[src/rtl/tt_um_moving_average.sv]
// Eight-sample moving average of 10-bit samples, accepted on rising edges of a strobe.
// Running sum is updated incrementally; the average is sum/8 with empty slots counting as zero.
module tt_um_moving_average (
  input  logic       clk,
  input  logic       rst_n,
  input  logic       ena,
  input  logic [7:0] ui_in,
  input  logic [7:0] uio_in,
  output logic [7:0] uo_out,
  output logic [7:0] uio_out,
  output logic [7:0] uio_oe
);

  localparam int unsigned Depth = 8;

  logic [9:0]  sample;
  logic        accept;

  logic        strobe_q, strobe_d;
  logic [2:0]  ptr_q, ptr_d;
  logic [12:0] sum_q, sum_d;
  logic [9:0]  avg_q, avg_d;
  logic        valid_q, valid_d;
  logic [9:0]  win_q [Depth];
  logic [9:0]  win_d [Depth];

  logic        unused_bits;

  assign unused_bits = ^{uio_in[7:4], uio_in[1]};

  always_comb begin
    sample = {uio_in[3:2], ui_in};
    // Edge-qualified strobe: only the low-to-high transition accepts a sample.
    accept = ena & uio_in[0] & ~strobe_q;

    strobe_d = uio_in[0];
    ptr_d    = ptr_q;
    sum_d    = sum_q;
    avg_d    = avg_q;
    valid_d  = 1'b0;
    for (int i = 0; i < Depth; i++) begin
      win_d[i] = win_q[i];
    end

    if (accept) begin
      win_d[ptr_q] = sample;
      ptr_d        = ptr_q + 3'd1;
      sum_d        = sum_q + {3'b000, sample} - {3'b000, win_q[ptr_q]};
      avg_d        = sum_d[12:3];
      valid_d      = 1'b1;
    end
  end

  always_ff @(posedge clk) begin
    if (!rst_n) begin
      strobe_q <= 1'b0;
      ptr_q    <= '0;
      sum_q    <= '0;
      avg_q    <= '0;
      valid_q  <= 1'b0;
      for (int i = 0; i < Depth; i++) begin
        win_q[i] <= '0;
      end
    end else begin
      strobe_q <= strobe_d;
      ptr_q    <= ptr_d;
      sum_q    <= sum_d;
      avg_q    <= avg_d;
      valid_q  <= valid_d;
      for (int i = 0; i < Depth; i++) begin
        win_q[i] <= win_d[i];
      end
    end
  end

  always_comb begin
    uo_out  = avg_q[7:0];
    uio_out = {2'b00, avg_q[9:8], 2'b00, valid_q, 1'b0};
    uio_oe  = 8'b0011_0010;
  end

endmodule

[config.mk]
export PLATFORM = sky130hd
export DESIGN_NAME = tt_um_moving_average
export DESIGN_NICKNAME = d
export VERILOG_FILES = /design/src/rtl/tt_um_moving_average.sv
export SDC_FILE = /design/constraint.sdc
export NUM_CORES = 1
export LEC_CHECK = 0
export ABC_CLOCK_PERIOD_IN_PS = 4150
export CORE_UTILIZATION = 50
export CTS_CLUSTER_DIAMETER = 100
export DETAILED_ROUTE_END_ITERATION = 7
export PLACE_DENSITY_LB_ADDON = 0.1
export SYNTH_ARGS = -nofsm -noshare
export SYNTH_HDL_FRONTEND = slang
export SYNTH_SLANG_ARGS = --single-unit
[constraint.sdc]
create_clock -name clk -period 4.15 [get_ports clk]
set_input_delay 0.6225 -clock clk [delete_from_list [all_inputs] [get_ports clk]]
set_output_delay 0.6225 -clock clk [all_outputs]
set_load 0.05 [all_outputs]
==> impl_metrics.py <==
metrics = {
    "synth": {
        "syn_inst": 583,
        "ys_warn_count": 0,
        "synth_top_area_share_pct": 36.73,
        "synth.ff_latch_count": 101,
        "synth_top_area_cell": "dfxtp_1",
        "synth_area_mm2": 0.005505,
        "ys_types": 48,
        "ys_seq_area_share_pct": 36.73,
        "synth_edf_count": 0,
        "synth_ff_type": "dfxtp_1",
        "synthTopCellsByArea": "dfxtp_1 (37%), mux4_2 (8.2%), mux2i_1 (7.6%), nand2_1 (7.0%), nor2b_1 (5.0%)",
        "syn_avg_cell_area_um2": 9.443,
        "async_reset_ff_share_pct": 0,
    },
    "clock_tree": {
        "cts.path.max_buffers": 2,
        "clkLatencyLatePin_ns": 0.37,
        "clock-sinks": 101,
        "tritoncts": "built",
        "clkTransAtPathRegs_ns": 0.10,
        "cts-htree-levels": 3,
        "post-cts-setup-buffers": 0,
        "numCtsBuffers": 9,
        "holdBufCountCts": 0,
        "postCtsResizedCells": 0,
        "root_buffer": "clkbuf_8",
    },
    "placed_design": {
        "gp_congestion": 0.8063,
        "pre_cts_slack_ns": 0.4015,
        "portBuffers": 24,
        "hpwl_um": 7971,
        "dpl.cell_count": 705,
    },
    "critical_path": {
        "crit_top_cell": "mux2_2",
        "slowest_delay_ns": 0.56,
        "cp_slowest_cell": "mux4_2",
        "setup.worst_path.class": "reg -> reg",
        "end_kind": "flip-flop",
        "cp_top_family": "multiplexers",
        "path_buf_inv": 2,
        "path_max_fanout": 14,
        "crit_chain": "buf_4, mux4_2, mux2_2, fa_1, inv_1, ha_1, o211ai_1, a21oi_1, o21ai_1, nor2b_1, o21ai_0, mux2_2",
        "cp.required_ns": 4.41,
        "cp-start-kind": "flip-flop",
        "cp_data_arrival_time_ns": 4.04,
    },
    "global_routing": {
        "grt_pass1_wl_um": 19330,
        "grt.total_usage_pct": 22.28,
        "antenna_found_initial": 0,
        "grt_max_degree": 58,
        "gr-total-overflow": 0,
        "grt_pass1_vias": 3741,
    },
    "timing": {
        "tightestPinTransition_ns": 0.8846,
        "hold_viol": 0,
        "rsz0062_at_grt": "no",
        "fin_crit_sh_pct": 91.11,
        "fin_crit_ns": 3.781,
        "fmax_mhz": 264.5,
        "skew_ns": 0.01711,
        "slew_viol_final": 0,
        "setup_ws_ns": 0.3691,
        "fin_setup_tns_ns": 0,
        "slew_headroom_pct": 41.03,
        "hold_slack_ns": 0.4560,
        "setup_viol": 0,
    },
    "route": {
        "vias": 3772,
        "routedWlPerCell_um": 16.17,
        "routed_wl_um": 11660,
        "via_per_inst": 5.232,
        "dr.pass1.iters": 4,
        "drcViolationCount": 0,
        "ant_nets": 0,
        "drt_iter0_markers": 136,
    },
    "floorplanning": {
        "core-area_mm2": 0.01051,
        "die_y_um": 106.9,
        "ioPinCount": 43,
        "row_count": 37,
        "initial_utilization_pct": 52.39,
        "die_w_um": 106.9,
        "fp.dieArea_mm2": 0.01143,
    },
    "final_layout": {
        "diodes": 0,
        "final_cell_mix": "nand2_1 (103), dfxtp_1 (101), nor2b_1 (44)",
        "syn2layout_area_growth_pct": 7.727,
        "stdcell_count": 721,
        "drive_gt1_share_pct": 11.97,
        "nNetsFinal": 623,
        "layout_commonest_cell": "nand2_1",
        "fill_cells": 938,
        "final_core_util_pct": 56.44,
    },
    "outcome": {
        "status": "finished, final reports clean",
    },
    "power_and_ir_drop": {
        "peakVddDrop_mv": 0.2750,
        "p_per_area_mw_per_mm2": 381.5,
        "p_leak_nw": 2.297,
    },
    "hold_path": {
        "holdCritPathClass": "reg -> reg",
    },
    "job": {
        "cap_violations": 0,
    },
}
## cell usage after synthesis, drive strengths merged (12+ instances only)
master	number
buf	37
inv	40
dfxtp	101
clkbuf	24
ha	14
mux2i	42
nor2b	44
mux4	20
a21oi	12
o21ai	13
nand2	104
a21boi	43
## per-stage QoR
step | total power [W] | instance area (µm²)
2_1_floorplan | 0.001475 | 5547
3_3_place_gp | 0.001553 | 5698
3_5_place_dp | 0.001563 | 5698
4_1_cts | 0.002282 | 5931
5_1_grt | 0.002385 | 5931
6_report | 0.002262 | 5931
## registers in the layout, indices dropped and copies added, names as in the netlist, named ones only
register and flops:
strobe_q 1, valid_q 1, win_q 80, ptr_q 3, sum_q 13
## worst reg2reg max path, stage by stage (launching register included)
cell and delay (ns):
dfxtp_1 0.34, buf_4 0.30, mux4_2 0.56, mux2_2 0.32
fa_1 0.48, inv_1 0.04, ha_1 0.37, o211ai_1 0.20
a21oi_1 0.10, o21ai_1 0.32, nor2b_1 0.09, o21ai_0 0.22
mux2_2 0.36
## worst paths after layout
kind	slack [ns]	from	endpoint	depth (start not counted)
max reg2reg	0.37	flip-flop	sum_q[10]	12
min	0.46	win_q[6][4]	win_q[6][4]	2
max	0.37	flip-flop	sum_q[10]	12
min reg2reg	0.46	win_q[6][4]	win_q[6][4]	2
## routing by layer
| layer | share of wire, % | wire length, µm | track usage, % |
|---|---|---|---|
| met4 | 0.98 | 114 | 5.773 |
| met5 | 0 | 0 | 0 |
| met1 | 47 | 5483 | 30.08 |
| met2 | 47 | 5533 | 37.24 |
| met3 | 4.5 | 529 | 3.404 |
## logic make-up (layout without fill, tap and decap cells)
family	after synthesis	after routing	synth area share, %
flops	101	101	36.73
other cells	2	13	0.1364
buf+inv	101	92	9.159
xor+xnor	8	8	1.273
simple gates	194	194	17.95
mux	72	72	17.86
compound gates	81	81	10.07
fa+ha+maj	24	24	6.818
## power breakdown
part / internal [W] / total (W) / switching, W
clock network: 0.000362 / 0.000723 / 0.000361
logic: 0.000209 / 0.000525 / 0.000316
registers: 0.000994 / 0.00101 / 0.0000208
## layout make-up
type                    count  area (µm²)  area share, %
clock inverters             6       95.09          1.603
flip-flops and latches    101        2022          34.09
multi-input cells         392        3030          51.10
repair buffers             36       325.3          5.485
clock buffers              10       137.6          2.321
inverters                  40       150.1          2.532
well taps                 136       170.2          2.869
Power figures use the tool's default switching activity.
